File: src/rtl/muldiv_pkg.sv
// Shared encodings and sizing for the multiply/divide unit.
// Also used by the MULDIV_FAST_MUL_EN build of muldiv_unit.
package muldiv_pkg;

    localparam logic [1:0] OpMult  = 2'b00;
    localparam logic [1:0] OpMultu = 2'b01;
    localparam logic [1:0] OpDiv   = 2'b10;
    localparam logic [1:0] OpDivu  = 2'b11;

    typedef enum logic [1:0] {
        StIdle,
        StCalc,
        StDone
    } state_e;

    // Iteration counter is sized for the widest supported operand.
    localparam int unsigned MaxWidth = 64;
    localparam int unsigned CntW     = $clog2(MaxWidth) + 1;

endpackage

File: src/rtl/muldiv_div_core.sv
// Restoring divider datapath on unsigned magnitudes, one quotient bit per step.
// Quotient and remainder are valid after WIDTH steps following a load.
module muldiv_div_core #(
    parameter int unsigned WIDTH = 32
) (
    input  logic             clk,
    input  logic             rst,
    input  logic             load_i,
    input  logic             step_i,
    input  logic [WIDTH-1:0] dividend_i,
    input  logic [WIDTH-1:0] divisor_i,
    output logic [WIDTH-1:0] quotient_o,
    output logic [WIDTH-1:0] remainder_o
);

    logic [WIDTH-1:0] quo_q, quo_d;
    logic [WIDTH-1:0] rem_q, rem_d;
    logic [WIDTH-1:0] dvs_q, dvs_d;
    logic [WIDTH:0]   partial;
    logic [WIDTH:0]   trial;

    always_comb begin
        quo_d   = quo_q;
        rem_d   = rem_q;
        dvs_d   = dvs_q;
        partial = {rem_q, quo_q[WIDTH-1]};
        trial   = partial - {1'b0, dvs_q};
        if (load_i) begin
            quo_d = dividend_i;
            rem_d = '0;
            dvs_d = divisor_i;
        end else if (step_i) begin
            // Borrow out of bit WIDTH means the trial subtraction went negative: restore.
            if (trial[WIDTH]) begin
                rem_d = partial[WIDTH-1:0];
                quo_d = {quo_q[WIDTH-2:0], 1'b0};
            end else begin
                rem_d = trial[WIDTH-1:0];
                quo_d = {quo_q[WIDTH-2:0], 1'b1};
            end
        end
    end

    always_ff @(posedge clk or posedge rst) begin
        if (rst) begin
            quo_q <= '0;
            rem_q <= '0;
            dvs_q <= '0;
        end else begin
            quo_q <= quo_d;
            rem_q <= rem_d;
            dvs_q <= dvs_d;
        end
    end

    assign quotient_o  = quo_q;
    assign remainder_o = rem_q;

endmodule

File: src/rtl/muldiv_unit.sv
// Iterative multiply/divide unit writing HI/LO on a one-cycle DONE pulse.
// Define MULDIV_FAST_MUL_EN for a single-cycle array multiply (divide unchanged).
module muldiv_unit
    import muldiv_pkg::*;
#(
    parameter int unsigned WIDTH = 32
) (
    input  logic             clk,
    input  logic             rst,
    input  logic             start,
    input  logic [1:0]       op,
    input  logic             cancel,
    input  logic [WIDTH-1:0] rs_data,
    input  logic [WIDTH-1:0] rt_data,
    output logic             busy,
    output logic             hi_we,
    output logic             lo_we,
    output logic [WIDTH-1:0] hi_wdata,
    output logic [WIDTH-1:0] lo_wdata
);

    state_e             state_q, state_d;
    logic [CntW-1:0]    cnt_q, cnt_d;
    logic               div_q, div_d;
    logic               rs_neg_q, rs_neg_d;
    logic               rt_neg_q, rt_neg_d;
    logic               dbz_q, dbz_d;
    logic [WIDTH-1:0]   mcand_q, mcand_d;
    logic [2*WIDTH-1:0] prod_q, prod_d;
    logic [WIDTH-1:0]   hi_q, hi_d;
    logic [WIDTH-1:0]   lo_q, lo_d;

    logic               is_signed, is_div, res_neg;
    logic [WIDTH-1:0]   rs_mag, rt_mag;
    logic [WIDTH:0]     mul_sum;
    logic [2*WIDTH-1:0] prod_fix;
    logic [WIDTH-1:0]   quo_raw, rem_raw;
    logic [WIDTH-1:0]   hi_res, lo_res;
    logic               div_load, div_step, done_ok;

    muldiv_div_core #(
        .WIDTH (WIDTH)
    ) u_div_core (
        .clk         (clk),
        .rst         (rst),
        .load_i      (div_load),
        .step_i      (div_step),
        .dividend_i  (rs_mag),
        .divisor_i   (rt_mag),
        .quotient_o  (quo_raw),
        .remainder_o (rem_raw)
    );

    always_comb begin
        is_signed = (op == OpMult) || (op == OpDiv);
        is_div    = (op == OpDiv) || (op == OpDivu);
        rs_mag    = (is_signed && rs_data[WIDTH-1]) ? -rs_data : rs_data;
        rt_mag    = (is_signed && rt_data[WIDTH-1]) ? -rt_data : rt_data;
        mul_sum   = {1'b0, prod_q[2*WIDTH-1:WIDTH]} + (prod_q[0] ? {1'b0, mcand_q} : '0);

        // Sign correction on the magnitude results; MIN / -1 falls out naturally.
        res_neg  = rs_neg_q ^ rt_neg_q;
        prod_fix = res_neg ? -prod_q : prod_q;
        if (div_q) begin
            hi_res = rs_neg_q ? -rem_raw : rem_raw;
            lo_res = dbz_q ? '1 : (res_neg ? -quo_raw : quo_raw);
        end else begin
            hi_res = prod_fix[2*WIDTH-1:WIDTH];
            lo_res = prod_fix[WIDTH-1:0];
        end
    end

    always_comb begin
        state_d  = state_q;
        cnt_d    = cnt_q;
        div_d    = div_q;
        rs_neg_d = rs_neg_q;
        rt_neg_d = rt_neg_q;
        dbz_d    = dbz_q;
        mcand_d  = mcand_q;
        prod_d   = prod_q;
        hi_d     = hi_q;
        lo_d     = lo_q;
        div_load = 1'b0;
        div_step = 1'b0;
        unique case (state_q)
            StIdle: begin
                if (start) begin
                    div_d    = is_div;
                    rs_neg_d = is_signed && rs_data[WIDTH-1];
                    rt_neg_d = is_signed && rt_data[WIDTH-1];
                    dbz_d    = (rt_data == '0);
                    mcand_d  = rs_mag;
                    prod_d   = {{WIDTH{1'b0}}, rt_mag};
                    cnt_d    = '0;
                    div_load = 1'b1;
                    state_d  = StCalc;
`ifdef MULDIV_FAST_MUL_EN
                    if (!is_div) begin
                        prod_d  = {{WIDTH{1'b0}}, rs_mag} * {{WIDTH{1'b0}}, rt_mag};
                        state_d = StDone;
                    end
`endif
                end
            end
            StCalc: begin
                cnt_d = cnt_q + CntW'(1);
                if (div_q) begin
                    div_step = 1'b1;
                end else begin
                    prod_d = {mul_sum, prod_q[WIDTH-1:1]};
                end
                if (cnt_q == CntW'(WIDTH - 1)) begin
                    state_d = StDone;
                end
            end
            StDone: begin
                hi_d    = hi_res;
                lo_d    = lo_res;
                state_d = StIdle;
            end
            default: state_d = StIdle;
        endcase
        if (cancel) begin
            state_d = StIdle;
            hi_d    = hi_q;
            lo_d    = lo_q;
        end
    end

    always_ff @(posedge clk or posedge rst) begin
        if (rst) begin
            state_q  <= StIdle;
            cnt_q    <= '0;
            div_q    <= 1'b0;
            rs_neg_q <= 1'b0;
            rt_neg_q <= 1'b0;
            dbz_q    <= 1'b0;
            mcand_q  <= '0;
            prod_q   <= '0;
            hi_q     <= '0;
            lo_q     <= '0;
        end else begin
            state_q  <= state_d;
            cnt_q    <= cnt_d;
            div_q    <= div_d;
            rs_neg_q <= rs_neg_d;
            rt_neg_q <= rt_neg_d;
            dbz_q    <= dbz_d;
            mcand_q  <= mcand_d;
            prod_q   <= prod_d;
            hi_q     <= hi_d;
            lo_q     <= lo_d;
        end
    end

    // A cancel arriving during DONE suppresses the pulse in that same cycle.
    assign done_ok  = (state_q == StDone) && !cancel;
    assign busy     = (state_q != StIdle);
    assign hi_we    = done_ok;
    assign lo_we    = done_ok;
    assign hi_wdata = done_ok ? hi_res : hi_q;
    assign lo_wdata = done_ok ? lo_res : lo_q;

endmodule
File: config.mk
export PLATFORM = sky130hd
export DESIGN_NAME = muldiv_unit
export DESIGN_NICKNAME = d
export VERILOG_FILES = /design/src/rtl/muldiv_pkg.sv /design/src/rtl/muldiv_div_core.sv /design/src/rtl/muldiv_unit.sv
export SDC_FILE = /design/constraint.sdc
export NUM_CORES = 1
export LEC_CHECK = 0
export CAP_MARGIN = 20
export CORE_UTILIZATION = 45
export CTS_CLUSTER_DIAMETER = 50
export CTS_CLUSTER_SIZE = 8
export DETAILED_ROUTE_END_ITERATION = 10
export GPL_TIMING_DRIVEN = 0
export PLACE_DENSITY = 0.66
export SLEW_MARGIN = 20
export SYNTH_ARGS = -nofsm -noshare
export SYNTH_HDL_FRONTEND = slang
export SYNTH_SLANG_ARGS = --single-unit
File: constraint.sdc
create_clock -name clk -period 13.7 [get_ports clk]
set_input_delay 2.74 -clock clk [delete_from_list [all_inputs] [get_ports clk]]
set_output_delay 2.74 -clock clk [all_outputs]
set_load 0.03 [all_outputs]
After elaboration in Yosys (flattened, before gate mapping)
Index checks and enable logic that the tools add are counted.
{"block": "totals", "register_bits": 269, "in_bits": 70, "out_inout_bits": 67, "elab_cells": 79}
{"block": "classes", "addsub": 8, "n_eq_ne": 9, "muxes": 30, "n_bitwise": 2, "n_reduce_logical": 17}
{"cell": "$mux W32", "n": 15}
{"cell": "$mux W64", "n": 3}
{"cell": "$neg A32 Y32", "n": 4}
{"cell": "$pmux W64 S2", "n": 1}
{"cell": "$neg A64 Y64", "n": 1}
{"cell": "$add A32 B32 Y33", "n": 1}
{"cell": "$sub A33 B32 Y33", "n": 1}
{"cell": "$logic_not A32 Y1", "n": 1}
{"cell": "$pmux W7 S2", "n": 1}
{"cell": "$reduce_and A2 Y1", "n": 4}
{"cell": "$add A7 B1 Y7 const B", "n": 1}
{"cell": "$eq A7 B5 Y1 const B", "n": 1}
{"cell": "$mux W7", "n": 1}
{"cell": "$eq A2 B2 Y1 const B", "n": 3}
{"cell": "$mux W2", "n": 3}
{"cell": "$ne A3 B3 Y1 const B", "n": 2}
{"cell": "$reduce_bool A2 Y1", "n": 3}
{"cell": "$mux W1", "n": 5}
{"cell": "$logic_not A2 Y1", "n": 2}
{"cell": "$ne A2 B2 Y1 const B", "n": 2}
{"cell": "$pmux W2 S2", "n": 1}
{"cell": "$logic_and A1 B1 Y1", "n": 3}
{"cell": "$reduce_and A3 Y1", "n": 1}
{"cell": "$eq A2 B1 Y1 const B", "n": 1}
{"cell": "other kinds (4)", "n": 5}

Logic depth before layout (Yosys ltp)
{"block": "depth", "word_depth": 6, "mapped_depth": 14, "depth_no_buf": 13}

Hierarchy
Synthesis repeated with hierarchy kept, for this count alone.
{"block": "unflattened", "cells_unflattened": 2399, "area_unflattened_um2": 19515.0}
{"module": "muldiv_unit", "instances": 1, "cells_each": 1683, "area_per_inst_um2": 13337.8, "seq_area_each_um2": 4329.2}
{"module": "muldiv_div_core", "instances": 1, "cells_each": 716, "area_per_inst_um2": 6177.2, "seq_area_each_um2": 2402.3}

Worst setup path after synthesis
OpenSTA, ideal clock, no wires.
{"block": "synth_timing", "kind": "in2out", "start": "input cancel", "end": "output lo_wdata[31]", "arrival_time_ns": 4.612, "t_required_ns": 10.960, "setup_slack_ns": 6.348, "cell_stages": 8, "n_path_buf": 2, "path_cell_list": "nor2_1 > nand2_1 > clkinv_1 > nand2b_1 > clkbuf_1 > clkbuf_1 > o32ai_1 > nor2_1"}
{"block": "synth_between", "elab_chain_cells": 3}
{"element": "start, declared", "line_no": "muldiv_unit.sv:12", "source": "input logic cancel,"}
{"element": "$logic_not A1 Y1", "line_no": "muldiv_unit.sv:158", "source": "assign done_ok = (state_q == StDone) && !cancel;"}
{"element": "$logic_and A1 B1 Y1", "line_no": "muldiv_unit.sv:158"}
{"element": "net hi_we", "line_no": "muldiv_unit.sv:16", "source": "output logic hi_we,"}
{"element": "$mux W32", "line_no": "muldiv_unit.sv:163", "source": "assign lo_wdata = done_ok ? lo_res : lo_q;"}
{"element": "end, declared", "line_no": "muldiv_unit.sv:19", "source": "output logic [WIDTH-1:0] lo_wdata"}
The timed path passes the listed nets, and every way through them passes these cells.

Worst setup path in the final report
{"block": "layout_timing", "start": "input cancel", "end": "output lo_wdata[31]"}
{"block": "layout_between", "elab_chain_cells": 3}
{"element": "$logic_not A1 Y1", "line_no": "muldiv_unit.sv:158"}
{"element": "$logic_and A1 B1 Y1", "line_no": "muldiv_unit.sv:158"}
{"element": "$mux W32", "line_no": "muldiv_unit.sv:163"}
Every way passes these cells.

==> out/results.txt <==
Internal power - 2.05 mW
Routability congestion estimate from global placement - 0.965
Final Hold Fails - 0
Vias in the first global route - 17600
H-tree Lvls - 2
WL final - 67.3 mm
Largest net degree at the start of global routing - 102
Gr usage total - 32.2%
Post-CTS setup buffer count - 0
Worst endpoint required time - 10.96 ns
Resized cells post-CTS - 0
Root Buffer Master - clkbuf_16
Antenna violations before repair - 0
DR iter-0 viols - 1850
Slew Viols, Final - 0
Delay-heaviest family, CP - buffers and inverters
Hold Crit Class - flip-flop to flip-flop
Routed wire per std cell - 22.2 µm
CTS tree - done
FF+latch count, synth - 269
Num CTS Buffers - 47
Clock Power Share - 33.9%
RSZ-0062 raised after global routing - no
Minimum clock period - 9.34 ns
Die X - 205 µm
Highest ir drop seen on vdd - 0.0972 mV
Multiplexer share of the synthesized area - 0.391%
YS warnings - 0
Nets - 2619
Initial core utilization - 46.1%
WS Path Type - input pin to output port
Layout cells sized above 1 - 3.80%
FP Rows - 73
Outcome - finished clean
Cell Area, Placed - 20700 µm²
Reg clk slew, reported paths - 0.05 ns
Mapped Avg Cell Area - 8.10 µm²
Crit-path cells - clkdlybuf4s50_1 -> nor2_1 -> nand2_1 -> clkinv_1 -> nand2b_1 -> clkbuf_1 -> clkbuf_1 -> o32ai_1 -> nor2_1 -> clkdlybuf4s50_1
Synth Area in Simple Gates - 22.1%
CP max stage delay - 0.68 ns
Largest family of logic cells by synthesized area - simple AND/OR/NAND/NOR gates
Combinational power share - 33.9%
Pre-CTS setup slack - 4.41 ns
Number of port buffers - 136
Post-synth EDFFs - 0
Count of different cell masters after synthesis - 75
Largest cells by area after synthesis - dfrtp_1 36%, nand2_1 6.4%, o21ai_0 6.3%, xor2_1 5.7%, xnor2_1 4.9%
Design area - 22100 µm²
Worst-path maximum fanout - 10
Grt total ovfl - 0
Hpwl dp - 52.3 mm
Synthesized Nets - 2431
WP data arrival - 6.60 ns
Diodes inserted - 0
Sw power - 1.27 mW
Synth Area in Adders - 4.94%
Final worst path period share - 68.2%
Synth Flop Type - dfrtp_1
Static leakage - 9.66 nW
Util after Layout - 55.0%
Compound-Gate Fraction of Synth Area - 21.6%
Final setup viols - 0
CTS max path bufs - 3
CP endpoint kind - output port
Top-area cell type share of the netlist area - 36.3%
Max-cap violations - 0
DIE AREA - 42000 µm²
Filler Cells Inserted - 3823
Top Ports - 137
Clk_skew - 0.0173 ns
Core area - 40200 µm²
Clk Latency, worst-skew pair - 0.58 ns
PnR worst setup slack - 4.36 ns
Power Density - 150 nW/µm²
Vias - 18500
Slew HR - 31.5%
Switching share of power - 38.3%
CP startpoint kind - input pin
Seq pwr share - 32.2%
Syn Inst Count - 2289
Area grow syn2layout - 19.3%
Worst-margin pin slew - 1.02 ns
CTS Hold Bufs - 0
First-pass GRT wire length - 103 mm
Fmax achieved - 0.107 GHz
CTS Sinks - 269
Vias/cell - 6.10
FF/Latch Area - 6730 µm²
CP bufs+invs - 5
Die Y - 205 µm
Seq/Total Area, Yosys - 36.3%
Drt pass-1 iters - 8
Post-Syn Area - 18500 µm²
Antenna viol nets, final - 0
Multi-input gate area - 11100 µm²
XOR/XNOR Fraction of Synth Area - 10.6%
Post-synth ARST share - 100%
CP max-delay cell - clkdlybuf4s50_1
# DRC - 0
Biggest area consumer among synthesized cells - dfrtp_1
Setup TNS Final - 0 ns
-- through the flow --
step	hold WS [ns]	power (mW)	instances
floorplan	0.439	1.79	2289
global placement	0.453	2.14	2950
detailed placement	0.462	2.17	2953
CTS	0.472	3.29	3026
global route	0.486	3.47	3026
finish	0.466	3.31	3026
-- flip-flops by register name, summed over array words and instances, names as in the netlist --
name,count
u_div_core.dvs_q,32
cnt_q,7
div_q,1
u_div_core.quotient_o,32
u_div_core.remainder_o,32
rt_neg_q,1
prod_q,64
mcand_q,32
hi_q,32
dbz_q,1
lo_q,32
rs_neg_q,1
state_q,2
-- cell usage in the layout, fill, tap and decap left out, types with 16 or more instances in the layout --
| cell | synthesis | routed |
|---|---|---|
| a21o_1 | 34 | 34 |
| and3_1 | 36 | 36 |
| clkdlybuf4s50_1 | 0 | 136 |
| and2_1 | 40 | 40 |
| o22ai_1 | 35 | 35 |
| nand2b_1 | 24 | 24 |
| xnor2_1 | 104 | 103 |
| o31ai_1 | 37 | 37 |
| a21oi_1 | 177 | 177 |
| nand2_1 | 314 | 314 |
| inv_1 | 65 | 64 |
| clkbuf_16 | 0 | 49 |
| or3_1 | 34 | 34 |
| nor2b_1 | 16 | 16 |
| clkbuf_1 | 118 | 123 |
| dfrtp_1 | 269 | 269 |
| nand3_1 | 101 | 101 |
| o21ai_0 | 234 | 234 |
| ha_1 | 70 | 70 |
| nor4_1 | 21 | 20 |
| nor3_1 | 35 | 35 |
| nor2_1 | 177 | 177 |
| o41ai_1 | 16 | 16 |
| xor2_1 | 121 | 121 |
-- synthesized netlist by cell type (5+ instances only) --
master	n
nor3b_1	5
a21o_1	34
o21bai_1	6
nand3_1	101
a21boi_0	6
xnor2_1	104
o21ai_0	234
a31oi_1	14
a211oi_1	11
a211o_1	7
nand4_1	11
ha_1	70
o22ai_1	35
xor2_1	121
nand2_1	314
o32ai_1	6
o31ai_1	37
o221ai_1	10
mux2i_1	5
nor2b_1	16
a21oi_1	177
or4_1	12
nor4_1	21
and3_1	36
buf_1	9
o41ai_1	16
and2_1	40
nand2b_1	24
and4_1	6
clkbuf_1	118
o211ai_1	13
o21a_1	6
a32oi_1	11
or2_2	6
dfrtp_1	269
nor3_1	35
nor2_1	177
or3_1	34
inv_1	65
-- logic make-up after synthesis --
family,Yosys count
buffers and inverters,196
adders and majority gates,72
and+or+nand+nor,859
xor gates and xnor gates,225
DFF,269
muxes,7
AOI/OAI and AO/OA,661
-- layout make-up --
type / instances / share of cell area [%]
buffer: 130 / 2.23
clock inverter: 15 / 0.713
clock buffer: 58 / 5.88
tap: 525 / 2.97
sequential: 269 / 30.4
inverter: 66 / 1.15
timing repair buffer: 139 / 6.53
multi-input combinational: 1824 / 50.1
-- power groups by stage --
stage / registers, mW / clock network [mW] / logic [mW]
3_5_place_dp: 1.07 / 0 / 1.09
5_1_grt: 1.08 / 1.17 / 1.22
6_report: 1.07 / 1.12 / 1.12
2_1_floorplan: 1.01 / 0 / 0.775
4_1_cts: 1.06 / 1.13 / 1.10
3_3_place_gp: 1.07 / 0 / 1.07
-- layer usage --
| layer | GRT usage, % | vias up | wire length, µm |
|---|---|---|---|
| met5 | 0 | - | 0 |
| li1 | - | 8542 | - |
| met2 | 50.6 | 837 | 30300 |
| met1 | 44.3 | 8926 | 29400 |
| met3 | 5.49 | 164 | 5050 |
| met4 | 12.0 | 0 | 2500 |
-- tightest hold or removal path: stages, from the launching register on --
cell	delay, ns
dfrtp_1	0.32
nand2_1	0.04
nand2_1	0.06
-- path summary, 6_finish.rpt --
path	cells past startpoint	slack (ns)	startpoint	endpoint
worst max register to register	13	9.38	u_div_core.quotient_o[31]$_DFFE_PP0P_	u_div_core.remainder_o[0]$_DFFE_PP0P_
worst max-delay path	10	4.36	cancel	lo_wdata[31]
worst min register to register	2	0.47	hi_q[27]$_DFFE_PP0P_	hi_q[27]$_DFFE_PP0P_
max in group asynchronous	4	10.09	rst	lo_q[1]$_DFFE_PP0P_
worst min-delay path	2	0.47	hi_q[27]$_DFFE_PP0P_	hi_q[27]$_DFFE_PP0P_
min in group asynchronous	2	2.58	rst	hi_q[24]$_DFFE_PP0P_
Note: power is estimated with default switching activity, not from simulation.
